**src/rtl/systolic_skew_feeder.sv**
```systemverilog
// systolic_skew_feeder: holds an NxN A and NxN B operand matrix and, on start,
// streams them diagonally skewed into the west (A) and north (B) edges of an
// output-stationary systolic array, then pulses done once every PE is final.
module systolic_skew_feeder #(
   parameter int DATAWIDTH = 8,
   parameter int N         = 3
) (
   input  logic                   CLK,
   input  logic                   RST,
   input  logic                   wr_en,
   input  logic                   wr_sel,
   input  logic [$clog2(N*N)-1:0] wr_addr,
   input  logic [DATAWIDTH-1:0]   wr_data,
   input  logic                   start,
   output logic                   busy,
   output logic                   done,
   output logic [N*DATAWIDTH-1:0] A_out,
   output logic [N*DATAWIDTH-1:0] B_out
);

   localparam int AW = $clog2(N*N);
   localparam int CW = $clog2(3*N);
   // last step index that still carries operands
   localparam logic [CW-1:0] LAST_STEP = CW'(2*N-2);
   // edge (counted from the start edge) at which PE(N-1,N-1) has its last product
   localparam logic [CW-1:0] LAST_CNT  = CW'(3*N-2);

   typedef enum logic [1:0] {IDLE, FEED, FLUSH} state_t;

   state_t                            state;
   logic [CW-1:0]                     cnt;
   logic [CW-1:0]                     cnt_inc;
   logic [CW-1:0]                     step;
   logic [N*N-1:0][DATAWIDTH-1:0]     a_mem;
   logic [N*N-1:0][DATAWIDTH-1:0]     b_mem;
   logic [N-1:0][DATAWIDTH-1:0]       a_step;
   logic [N-1:0][DATAWIDTH-1:0]       b_step;
   logic                              wr_ok;

   assign cnt_inc = cnt + CW'(1);
   // step index whose lane values get registered at the coming edge
   assign step    = (state == IDLE) ? '0 : cnt_inc;
   // the store is frozen while a sequence runs, and out-of-range words are dropped
   assign wr_ok   = wr_en && (state == IDLE) &&
                    ({1'b0, wr_addr} < (AW+1)'(N*N));

   // matrix store; reset wipes it so a post-reset start streams zeros
   always_ff @(posedge CLK or posedge RST) begin
      if (RST) begin
         a_mem <= '0;
         b_mem <= '0;
      end else if (wr_ok) begin
         if (wr_sel) b_mem[wr_addr] <= wr_data;
         else        a_mem[wr_addr] <= wr_data;
      end
   end

   // skew selection: lane i shows A[i][s-i], lane j shows B[s-j][j]; anything
   // off the diagonal band (including every step past 2N-2) falls out as zero
   always_comb begin
      a_step = '0;
      b_step = '0;
      for (int i = 0; i < N; i++) begin
         for (int k = 0; k < N; k++) begin
            if (step == CW'(i + k)) begin
               a_step[i] = a_mem[AW'(i*N + k)];
               b_step[i] = b_mem[AW'(k*N + i)];
            end
         end
      end
   end

   // sequencer: start edge loads step 0, FEED walks the steps, FLUSH waits
   // for the wavefront to drain, then a single-cycle done on return to IDLE
   always_ff @(posedge CLK or posedge RST) begin
      if (RST) begin
         state <= IDLE;
         cnt   <= '0;
         busy  <= 1'b0;
         done  <= 1'b0;
         A_out <= '0;
         B_out <= '0;
      end else begin
         done <= 1'b0;
         case (state)
            IDLE: begin
               if (start) begin
                  state <= FEED;
                  cnt   <= '0;
                  busy  <= 1'b1;
                  A_out <= a_step;
                  B_out <= b_step;
               end
            end
            default: begin
               cnt   <= cnt_inc;
               A_out <= a_step;
               B_out <= b_step;
               if (cnt_inc == LAST_CNT) begin
                  state <= IDLE;
                  busy  <= 1'b0;
                  done  <= 1'b1;
               end else if (cnt_inc <= LAST_STEP) begin
                  state <= FEED;
               end else begin
                  state <= FLUSH;
               end
            end
         endcase
      end
   end

endmodule

```
**config.mk**
```make
export PLATFORM = sky130hd
export DESIGN_NAME = systolic_skew_feeder
export DESIGN_NICKNAME = d
export VERILOG_FILES = /design/src/rtl/systolic_skew_feeder.sv
export SDC_FILE = /design/constraint.sdc
export NUM_CORES = 1
export LEC_CHECK = 0
export BUFFER_PORTS_ARGS = -buffer_cell sky130_fd_sc_hd__buf_2
export CAP_MARGIN = 20
export CELL_PAD_IN_SITES_DETAIL_PLACEMENT = 0
export CELL_PAD_IN_SITES_GLOBAL_PLACEMENT = 1
export CORE_ASPECT_RATIO = 1.2
export CORE_MARGIN = 1
export CORE_UTILIZATION = 45
export CTS_BUF_LIST = sky130_fd_sc_hd__clkbuf_4 sky130_fd_sc_hd__clkbuf_8
export CTS_CLUSTER_SIZE = 40
export DETAILED_ROUTE_END_ITERATION = 6
export GPL_TIMING_DRIVEN = 1
export PLACE_DENSITY_LB_ADDON = 0.1
export SLEW_MARGIN = 30
export SYNTH_ARGS = -nofsm -noshare
export SYNTH_HDL_FRONTEND = slang
export SYNTH_SLANG_ARGS = --single-unit
```
**constraint.sdc**
```tcl
create_clock -name CLK -period 15.2 [get_ports CLK]
set_input_delay 0.76 -clock CLK [delete_from_list [all_inputs] [get_ports CLK]]
set_output_delay 0.76 -clock CLK [all_outputs]
set_load 0.005 [all_outputs]
```
==> flow_metrics.tcl <==
set metrics [dict create \
    startpoint_type "flip-flop" \
    netlist_area_um2 7980 \
    worstMarginPinSlew_ps 952 \
    worst_setup_path_end_kind "flip-flop" \
    timing.hold.worst.class "in -> async" \
    power_density_nw_per_um2 187 \
    die_area_um2 18300 \
    status "finished clean" \
    max-cap-violations 0 \
    clk_pin_slew_worst_paths_ps 90 \
    numCtsBuffers 17 \
    die_x_um 124 \
    number_of_detailed_routing_iterations_run_before_antenna_repair 6 \
    antenna-diode-count 0 \
    layout_common_cells "184 x dfrtp_1, 125 x mux2_2, 66 x buf_2" \
    async_flop_share_pct 100 \
    dpl_cell_area_um2 8470 \
    initial_antenna_violation_count 0 \
    syn-mean-instance-area_um2 13.0 \
    ys_ff_latch 184 \
    pre_cts_slack_ps 11760 \
    clockBufferDepth 2 \
    die_height_um 148 \
    timing.final.crit_period_ps 3460 \
    max-slew-margin-rel_pct 36.6 \
    synth_edf_count 0 \
    cts_tree "yes" \
    place.gp.congestion 0.780 \
    ys_top_cells_by_area "dfrtp_1 58%, mux2_2 18%, o21ai_0 2.9%, a22o_1 1.9%, nand2_1 1.6%" \
    critPathKind "reg -> reg" \
    synth_sequential_area_ratio_pct 57.7 \
    grt_pass1_wl_um 30900 \
    post-synth-top-area-fraction_pct 57.7 \
    nNetsFinal 684 \
    clock-root-buffer "clkbuf_8" \
    max_freq_ghz 0.289 \
    num_io_pins 67 \
    count_of_buffers_inserted_at_the_top_level_ports 66 \
    final_sum_of_negative_setup_slack_ps 0 \
    number_of_global_route_vias_before_repair 5378 \
    post-route-drc-count 0 \
    cts_setup_buffers 0 \
    placedCellCount 865 \
    post_route_cells_drive_above_1_share_pct 37.0 \
    fin_area_um2 8890 \
    layout_setup_ws_ps 11740 \
    post-route-util_pct 51.0 \
    rsz0062_at_grt "no" \
    core_um2 17400 \
    critical_path_maximum_fanout 27 \
    finalClockSkew_ps 11.5 \
    crit-reg2reg-capture "A_out[5]" \
    avgViaCountPerCell 5.95 \
    netlist-cell-type-count 55 \
    placement_rows 53 \
    cp-endpoint "A_out[5]" \
    layout.cells.most_common "dfrtp_1" \
    cts.htree.levels 4 \
    final_min_period_over_clock_period_pct 22.7 \
    grt_overflow_total 0 \
    worstSkewPairLatency_ps 470 \
    drt.antenna.violating_nets 0 \
    layout.cells.non_filler 896 \
    netlist.top_cell.by_area "dfrtp_1" \
    worstPathRequired_ps 15590 \
    synth-warning-count 0 \
    worst-endpoint-arrival_ps 3840 \
    route.final.wire_length_um 19500 \
    synth_ff_type "dfrtp_1" \
    critical_path.startpoint "cnt[0]" \
    report.final.hold_viol_count 0 \
    initial_core_util_pct 45.8 \
    place.detailed.hpwl_um 12200 \
    cts_repair_resize_count 0 \
    static-leakage-power_nw 4.41 \
    number_of_violations_reported_at_the_end_of_detailed_routing_iteration_0 319 \
    timing.hold.ws_ps 387 \
    critical_path.reg2reg.startpoint "cnt[0]" \
    num_vias 5327 \
    r2r.worst_path.cells 6 \
    grt_max_degree 115 \
    cts_hold_repair.buffers 0 \
    wl_per_cell_um 21.8 \
    cts_sinks 184 \
    area_growth_syn_to_layout_pct 11.4 \
    power.total_mw 1.66 \
    pins_over_their_slew_limit 0 \
    global_route.usage.total_pct 23.1 \
    worst_ir_drop_on_vdd_mv 0.0848 \
    rrSetupSlack_ps 11740 \
    fillerInstances 1527 \
    setup_violations 0 \
    synth_fp_nets 636 \
    postSynthCellCount 616 \
]
[layout make-up]
cell class	instances	area (um^2)	share of cell area [%]
Clock buffer	25	319	3.59
Clock inverter	6	88.8	0.999
Inverter	3	18.8	0.211
Multi-Input combinational cell	385	3200	36.0
Sequential cell	184	4600	51.8
Tap cell	220	275	3.10
Timing Repair Buffer	73	387	4.35
[layer usage]
| layer | GRT usage, % | part of all wire, % | vias up |
|---|---|---|---|
| met3 | 4.44 | 3.4 | 13 |
| met4 | 6.57 | 1.2 | 0 |
| met5 | 0 | 0 | - |
| li1 | - | - | 2373 |
| met2 | 38.7 | 52 | 120 |
| met1 | 30.3 | 44 | 2821 |
[cells in the mapped netlist, types with 9 or more instances]
| cell type | instances |
|---|---|
| nand2_1 | 34 |
| o21ai_0 | 47 |
| a22o_1 | 17 |
| nand2b_1 | 17 |
| dfrtp_1 | 184 |
| buf_2 | 9 |
| o2111ai_1 | 14 |
| a21o_1 | 16 |
| a31oi_1 | 14 |
| a22oi_1 | 16 |
| o32ai_1 | 14 |
| clkbuf_1 | 31 |
| mux2_2 | 125 |
[worst min path at each step]
| stage | to | cells after the start | slack (ps) |
|---|---|---|---|
| 2_1_floorplan | A_out[16] | 1 | 440 |
| 3_3_place_gp | B_out[18] | 1 | 450 |
| 3_5_place_dp | A_out[22] | 1 | 450 |
| 4_1_cts | b_mem[48] | 2 | 470 |
| 5_1_grt | b_mem[48] | 2 | 480 |
| 6_report | B_out[2] | 2 | 390 |
[sequential cells by signal, summed over array words and instances, names as in the netlist]
signal	count
cnt	4
done	1
b_mem	64
B_out	24
busy	1
a_mem	64
state	2
A_out	24
[kinds of logic (layout without fill, tap and decap cells)]
family / after synthesis / after routing / share of synthesized area [%]
flip-flops: 184 / 184 / 57.7
AO/OA/AOI/OAI: 158 / 158 / 13.9
multiplexers: 128 / 128 / 18.1
AND/OR/NAND/NOR: 91 / 91 / 6.68
buffers and inverters: 47 / 107 / 2.51
XOR/XNOR: 5 / 5 / 0.737
adder cells (fa/ha/maj): 3 / 3 / 0.470
[where the power goes]
part           switching (mW)  leakage, nW  total, mW  internal (mW)
Combinational           0.348         1.74      0.591          0.243
Sequential             0.0928         2.46      0.727          0.634
Clock                   0.169        0.206      0.340          0.171
[critical path: stages (launching register included)]
cell and delay (ps):
dfrtp_1 970, inv_1 200, ha_1 920, nand2_1 180, a31oi_2 690, o21ai_0 200
a31oi_1 220
Note: power is estimated with default switching activity, not from simulation.
